`config.mk`:
```
export PLATFORM = sky130hd
export DESIGN_NAME = hs_link_pipe
export DESIGN_NICKNAME = d
export VERILOG_FILES = /design/src/rtl/hs_link_pipe.sv
export SDC_FILE = /design/constraint.sdc
export NUM_CORES = 1
export LEC_CHECK = 0
export ABC_AREA = 1
export CELL_PAD_IN_SITES_DETAIL_PLACEMENT = 1
export CELL_PAD_IN_SITES_GLOBAL_PLACEMENT = 1
export CORE_ASPECT_RATIO = 0.7
export CORE_MARGIN = 3
export CORE_UTILIZATION = 30
export CTS_BUF_LIST = sky130_fd_sc_hd__clkbuf_8
export DETAILED_ROUTE_END_ITERATION = 12
export PLACE_DENSITY = 0.67
export SLEW_MARGIN = 20
export SYNTH_ARGS = -nofsm -noshare
export SYNTH_HDL_FRONTEND = slang
export SYNTH_SLANG_ARGS = --single-unit
```
`constraint.sdc`:
```
create_clock -name sys_clk -period 1.9 [get_ports sys_clk]
set_input_delay 0.19 -clock sys_clk [delete_from_list [all_inputs] [get_ports sys_clk]]
set_output_delay 0.19 -clock sys_clk [all_outputs]
set_load 0.005 [all_outputs]
```
`src/rtl/hs_link_pipe.sv`:
```
// hs_link_pipe: arithmetic-sequence master -> 2-entry skid slice -> checking slave.
module hs_link_pipe #(
  parameter int DATA_W    = 3,
  parameter int STEP      = 1,
  parameter int START_VAL = 0,
  parameter int CNT_W     = 16
) (
  input  logic              sys_clk,
  input  logic              rst_n,
  input  logic              valid_in,
  input  logic              ready_in,
  output logic [DATA_W-1:0] result,
  output logic [CNT_W-1:0]  xfer_cnt,
  output logic              err,
  output logic [1:0]        occupancy
);
  localparam logic [DATA_W-1:0] STEP_V  = DATA_W'(STEP);
  localparam logic [DATA_W-1:0] START_V = DATA_W'(START_VAL);
  logic              m_valid, m_ready, s_valid, push, pop, wr_ptr, rd_ptr;
  logic [DATA_W-1:0] m_data, next_val, expected, s_data;
  logic [DATA_W-1:0] mem [2];
  // m_ready decodes only the occupancy register, so ready_in never reaches the master
  assign m_ready = occupancy != 2'd2;
  assign s_valid = occupancy != 2'd0;
  assign s_data  = mem[rd_ptr];
  assign push    = m_valid && m_ready;
  assign pop     = s_valid && ready_in;
  always_ff @(posedge sys_clk or negedge rst_n)
    if (!rst_n) begin
      m_valid  <= 1'b0;
      m_data   <= START_V;
      next_val <= START_V;
    end else if (!m_valid || m_ready) begin
      m_valid <= valid_in;
      if (valid_in) begin
        m_data   <= next_val;
        next_val <= next_val + STEP_V;
      end
    end
  always_ff @(posedge sys_clk or negedge rst_n)
    if (!rst_n) begin
      mem[0]    <= '0;
      mem[1]    <= '0;
      wr_ptr    <= 1'b0;
      rd_ptr    <= 1'b0;
      occupancy <= 2'd0;
    end else begin
      if (push) begin
        mem[wr_ptr] <= m_data;
        wr_ptr      <= ~wr_ptr;
      end
      if (pop) rd_ptr <= ~rd_ptr;
      occupancy <= occupancy + 2'(push) - 2'(pop);
    end
  always_ff @(posedge sys_clk or negedge rst_n)
    if (!rst_n) begin
      result   <= '0;
      xfer_cnt <= '0;
      err      <= 1'b0;
      expected <= START_V;
    end else if (pop) begin
      result <= s_data;
      if (xfer_cnt != '1) xfer_cnt <= xfer_cnt + 1'b1;
      if (s_data != expected) err <= 1'b1;
      expected <= s_data + STEP_V;
    end
endmodule
```
==> impl_metrics.ini, run 1 <==
[synthesis]
synth-simple-area-share = 0.3243
number_of_nets_produced_by_synthesis = 271
synth_top_family_by_area = simple AND/OR/NAND/NOR gates
synth.distinct_cells = 25
synth-adder-area-share = 0.02420
synth_xor_xnor_area_share = 0.04658
yosys_warnings = 0
yosys_register_bits = 40
compound_cell_area_share_of_the_yosys_netlist = 0.05808
synth_mux_area_frac = 0
syn-cell-area_um2 = 2068
synthesis.area_per_instance_um2 = 7.864
synth_sequential_area_ratio = 0.4840
synthesis.instances = 263

[cells_and_area]
area_growth_pct = 24.62
final_net_count = 305
n_antenna_cell = 0
drive_above_1_share = 0.07718
utilization = 0.3992

[clocking]
post-cts-setup-buffers = 0
post_cts_resized = 0
clk_path_buf_depth = 2
cts_tree = yes
clk_pin_slew_worst_paths_ns = 0.08
htreeDepth = 2
cts_num_sinks = 40
ctsHoldBuffers = 1
clock_insertion_delay_worst_skew_ns = 0.29
tritoncts.num_buffers = 5
cts_root_buf = sky130_fd_sc_hd__clkbuf_8

[global_routing]
grt_first_pass_wirelength_um = 8507
pin_count_of_the_biggest_net_entering_global_routing = 41
groute.usage.overall = 0.1368
grt_overflow_total = 0
first_global_vias = 1713
antenna_found_initial = 0

[setup_path]
worstPathRequired_ns = 2.08
slack_of_the_worst_reg_to_reg_path_ns = 0.27
critPathMaxFanout = 7
crit_type = flip-flop to flip-flop
worstRegToRegCells = 7
regToRegStartpoint = occupancy[1]
reg2reg_end = occupancy[1]
cp-end-kind = flip-flop
startpoint_types = flip-flop
critPathArrivalTime_ns = 1.81

[floorplan]
row_count = 24
ioPinCount = 26
floorplan.initialDensity = 0.3203
fp.dieArea_um2 = 7942
core_footprint_um2 = 6456
dieHeight_um = 75.47
die_w_um = 105.2

[timing]
max_slew.worst_pin.slew_ns = 0.3817
slew_headroom = 0.7446
post-route-period-util = 0.8576
post_route_setup_slack_ns = 0.2706
fmax_mhz = 613.7
final-max-slew-violation-count = 0
setup_total_negative_slack_ns = 0
rsz0062_at_grt = false
setup_viol = 0
final.min_clock_period_ns = 1.629
finClkSkew_ns = 0.005452
fin_worst_hold_slack_ns = 0.3902
number_of_endpoints_with_negative_hold_slack_in_the_final_report = 0

[placed_design]
io_buffers = 25
place_worst_setup_slack_ns = 0.2596
final_weighted_congestion_in_routability_driven_placement = 0.7305
dp.final_hpwl_um = 3742

[pwr]
cellLeakagePower_nw = 1.219
irDropWorstVdd_mv = 0.5168
pwr_dens_nw_per_um2 = 1296

[drt]
detail_route.first_pass.iterations = 4
detail_route.vias_per_cell = 4.499
average_detailed_routed_wire_length_per_instance_um = 12.86
totalWireLength_um = 5003
dr_total_vias = 1750
detail_route.drc_violations = 0
drt-initial-drc-count = 76
ant_nets = 0

[status]
status = finished clean

[worst_hold_path]
hp-class = input port to asynchronous set/reset pin

[job]
maxCapViolations = 0
-- synth_stat cells --
| cell | number | area, µm² |
|---|---|---|
| sky130_fd_sc_hd__a21oi_2 | 1 | 8.760 |
| sky130_fd_sc_hd__a31oi_1 | 2 | 12.51 |
| sky130_fd_sc_hd__buf_12 | 1 | 20.02 |
| sky130_fd_sc_hd__buf_2 | 1 | 5.000 |
| sky130_fd_sc_hd__clkbuf_1 | 1 | 3.750 |
| sky130_fd_sc_hd__dfrtp_1 | 40 | 1001 |
| sky130_fd_sc_hd__ha_1 | 4 | 50.05 |
| sky130_fd_sc_hd__inv_1 | 26 | 97.59 |
| sky130_fd_sc_hd__inv_2 | 1 | 3.750 |
| sky130_fd_sc_hd__nand2_1 | 110 | 412.9 |
| sky130_fd_sc_hd__nand2_4 | 2 | 22.52 |
| sky130_fd_sc_hd__nand3_1 | 12 | 60.06 |
| sky130_fd_sc_hd__nand3_2 | 1 | 10.01 |
| sky130_fd_sc_hd__nand3b_1 | 2 | 15.01 |
| sky130_fd_sc_hd__nand4_1 | 9 | 56.30 |
| sky130_fd_sc_hd__nor2_1 | 17 | 63.81 |
| sky130_fd_sc_hd__nor2_2 | 1 | 6.260 |
| sky130_fd_sc_hd__nor2_4 | 1 | 11.26 |
| sky130_fd_sc_hd__o21a_1 | 2 | 15.01 |
| sky130_fd_sc_hd__o21ai_0 | 14 | 70.07 |
| sky130_fd_sc_hd__o21ai_1 | 1 | 5.000 |
| sky130_fd_sc_hd__o21ai_2 | 1 | 8.760 |
| sky130_fd_sc_hd__or2_2 | 2 | 12.51 |
| sky130_fd_sc_hd__xnor2_1 | 8 | 70.07 |
| sky130_fd_sc_hd__xor2_1 | 3 | 26.28 |
-- metrics by stage --
step	power [W]	std cells	area (µm²)
2_1_floorplan	0.002122	263	2068
3_3_place_gp	0.002581	380	2441
3_5_place_dp	0.002601	380	2441
4_1_cts	0.003400	389	2577
5_1_grt	0.003657	389	2577
6_report	0.003340	389	2577
-- layer usage --
metal	GRT usage	routed length [µm]	vias to the layer above	share of wire
met5	0	0	-	0
met4	0.03930	34	0	0.0068
met3	0.02794	156	2	0.031
met2	0.1928	1968	21	0.39
met1	0.2102	2845	828	0.57
li1	-	-	899	-
-- flip-flops by register name, summed over array words and instances (netlist names), 2 cells and up --
name / cells
expected: 3
m_data: 3
mem: 6
next_val: 3
occupancy: 2
result: 3
xfer_cnt: 16
-- cell type report --
cell class                 instances  area, µm²
multi-input combinational        193      937.1
inverter                          27      101.3
clock buffer                       7      96.34
timing repair buffer              30      297.8
sequential                        40       1001
tap                               91      113.9
clock inverter                     1      30.03
fill                             784       3879
-- logic make-up after synthesis --
group           after synthesis
fa+ha+maj                     4
xor+xnor                     11
buf+inv                      30
flops                        40
simple gates                157
compound gates               21
-- critical path, stage by stage (launching register included) --
cell and delay, ns:
sky130_fd_sc_hd__dfrtp_1 0.45, sky130_fd_sc_hd__o21ai_2 0.36, sky130_fd_sc_hd__inv_2 0.07, sky130_fd_sc_hd__nand2_1 0.10
sky130_fd_sc_hd__nand2_1 0.06, sky130_fd_sc_hd__ha_1 0.19, sky130_fd_sc_hd__xnor2_1 0.13, sky130_fd_sc_hd__xor2_1 0.16
-- worst max path at each step --
stage	start	endpoint	slack [ns]	cells after the start
CTS	occupancy[1]	occupancy[1]	0.24	7
detailed placement	occupancy[1]	occupancy[1]	0.26	7
finish	occupancy[1]	occupancy[1]	0.27	7
global placement	occupancy[1]	occupancy[1]	0.32	7
global route	occupancy[1]	occupancy[1]	0.13	7
floorplan	occupancy[1]	occupancy[1]	0.32	7
-- power by group --
group | total, W | internal [W] | switching (W)
Combinational | 0.00121 | 0.000547 | 0.000658
Sequential | 0.00136 | 0.00113 | 0.000222
Clock | 0.000779 | 0.000464 | 0.000315
-- layout by cell type (no fill, tap or decap), drive strengths merged, types with 7 or more instances in the layout --
cell type      Yosys  layout
nand2            112     112
dfrtp             40      40
inv               27      27
clkdlybuf4s50      0      24
nor2              19      19
o21ai             16      16
nand3             13      13
nand4              9       9
xnor2              8       8
clkbuf             1       7
No activity file was read; power rests on OpenSTA's default activity.
==> run 2: changes to the inputs <==
Settings changed: CORE_MARGIN 3 to 4.
==> impl_metrics.ini, run 2 (synthesis gave the netlist of run 1 again) <==
[timing]
finClkSkew_ns = 0.006977
setup_total_negative_slack_ns = 0
final.min_clock_period_ns = 1.773
fin_worst_hold_slack_ns = 0.3430
slew_headroom = 0.7172
rsz0062_at_grt = false
fmax_mhz = 564.2
post-route-period-util = 0.9329
final-max-slew-violation-count = 0
max_slew.worst_pin.slew_ns = 0.4242
setup_viol = 0
number_of_endpoints_with_negative_hold_slack_in_the_final_report = 0

[global_routing]
groute.usage.overall = 0.1321
grt_overflow_total = 0
first_global_vias = 1801
pin_count_of_the_biggest_net_entering_global_routing = 17
global_route.usage.met2 = 0.1885
grt.busiest_layer = met1
antenna_found_initial = 0
grt_first_pass_wirelength_um = 8769
grtUsageMet3 = 0.03325
grtUsageMet1 = 0.1958

[setup_path]
worstPathRequired_ns = 2.10
crit_type = flip-flop to flip-flop
critPathArrivalTime_ns = 1.97
startpoint_types = flip-flop
cp-end-kind = flip-flop
critPathMaxFanout = 7

[cells_and_area]
final_common_cell = sky130_fd_sc_hd__nand2_1
largest_register_ff_count = 16
drive_above_1_share = 0.08027
reg.largest.list = xfer_cnt: 16 flops, mem: 6 flops
regMostFlops = xfer_cnt
final_net_count = 306
area_growth_pct = 23.84
n_antenna_cell = 0
layout.cells.most_common_list = 110 x sky130_fd_sc_hd__nand2_1, 40 x sky130_fd_sc_hd__dfrtp_1, 26 x sky130_fd_sc_hd__inv_1

[clocking]
tritoncts.num_buffers = 5
clk_pin_slew_worst_paths_ns = 0.08
clk_path_buf_depth = 2
cts_num_sinks = 40
clock_insertion_delay_worst_skew_ns = 0.29
post_cts_resized = 0
post-cts-setup-buffers = 0
cts_tree = yes
htreeDepth = 2
cts_root_buf = sky130_fd_sc_hd__clkbuf_8

[floorplan]
fp.dieArea_um2 = 8308
row_count = 25
core_footprint_um2 = 6725
die_w_um = 107.2
ioPinCount = 26
dieHeight_um = 77.47
floorplan.initialDensity = 0.3075

[drt]
ant_nets = 0
average_detailed_routed_wire_length_per_instance_um = 12.69
detail_route.drc_violations = 0
drt-initial-drc-count = 50
detail_route.vias_per_cell = 4.420
detail_route.first_pass.iterations = 4
totalWireLength_um = 4986
dr_total_vias = 1737

[job]
maxCapViolations = 0

[pwr]
irDropWorstVdd_mv = 0.5141
power_switching_w = 0.001196
flop_pwr_share = 0.415
internal-power_w = 0.002067
clock_power_share = 0.213
pwr_dens_nw_per_um2 = 1274
swShare = 0.3665
cellLeakagePower_nw = 1.209
pwr-share-comb = 0.372

[placed_design]
dp.final_hpwl_um = 3916
final_weighted_congestion_in_routability_driven_placement = 0.7799
io_buffers = 25

[worst_hold_path]
hp-class = input port to asynchronous set/reset pin

[status]
status = finished clean
run 2: cell types whose count changed in the layout (fill, tap and decap cells not counted):
| cell | previous run | this run |
|---|---|---|
| sky130_fd_sc_hd__clkinv_2 | 0 | 1 |
| sky130_fd_sc_hd__buf_12 | 1 | 0 |
| sky130_fd_sc_hd__clkbuf_8 | 7 | 5 |
| sky130_fd_sc_hd__clkinvlp_4 | 0 | 1 |
| sky130_fd_sc_hd__buf_4 | 3 | 5 |
run 2: path summary, 6_finish.rpt:
check | startpoint | endpoint | slack, ns | cells after the start
min in group sys_clk | err | err | 0.46 | 2
worst max-delay path | occupancy[1] | occupancy[1] | 0.13 | 7
worst max register to register | occupancy[1] | occupancy[1] | 0.13 | 7
worst min-delay path | rst_n | xfer_cnt[3] | 0.34 | 2
max in group asynchronous | rst_n | err | 1.03 | 3
worst min register to register | err | err | 0.46 | 2
run 2: power by group through the flow:
stage               sequential [W]  combinational, W  clock [W]
finish                     0.00135           0.00121   0.000695
global placement           0.00137           0.00119          0
CTS                        0.00136           0.00124   0.000728
floorplan                  0.00134          0.000785          0
global route               0.00140           0.00142   0.000772
detailed placement         0.00138           0.00122          0
run 2: per-stage QoR:
stage / total power (W) / setup WS, ns / util / cell area [µm²] / std cells
2_1_floorplan: 0.002122 / 0.3198 / - / 2068 / 263
3_3_place_gp: 0.002553 / 0.3218 / 0.3628 / 2440 / 384
3_5_place_dp: 0.002600 / 0.1720 / 0.3628 / 2440 / 384
4_1_cts: 0.003324 / 0.1241 / 0.3808 / 2561 / 393
5_1_grt: 0.003589 / 0.007754 / 0.3808 / 2561 / 393
6_report: 0.003262 / 0.1275 / 0.3808 / 2561 / 393
run 2: cell type report:
type	instances	area, µm²
fill	810	4164
sequential	40	1001
multi-input combinational	193	937.1
timing repair buffer	31	292.8
tap	94	117.6
inverter	27	101.3
clock buffer	5	68.82
clock inverter	3	42.54
run 2: what timing repair did:
item | 4_1_cts | 5_1_grt
hold buffers | 1 | 0
endpoints found under the setup margin | 0 | 0
hold endpoints to repair | 12 | 0
run 2: critical path, cell delays in order (launching register included):
cell                      delay, ns
sky130_fd_sc_hd__dfrtp_1       0.44
sky130_fd_sc_hd__o21ai_2       0.40
sky130_fd_sc_hd__inv_2         0.07
sky130_fd_sc_hd__nand2_1       0.11
sky130_fd_sc_hd__nand2_1       0.07
sky130_fd_sc_hd__ha_1          0.19
sky130_fd_sc_hd__xnor2_1       0.20
sky130_fd_sc_hd__xor2_1        0.21
run 2: per-layer routing:
layer  up-vias  part of all wire
li1        901                 -
met5         -                 0
met4         0             0.013
met1       803              0.54
met3         7             0.044
met2        26              0.40
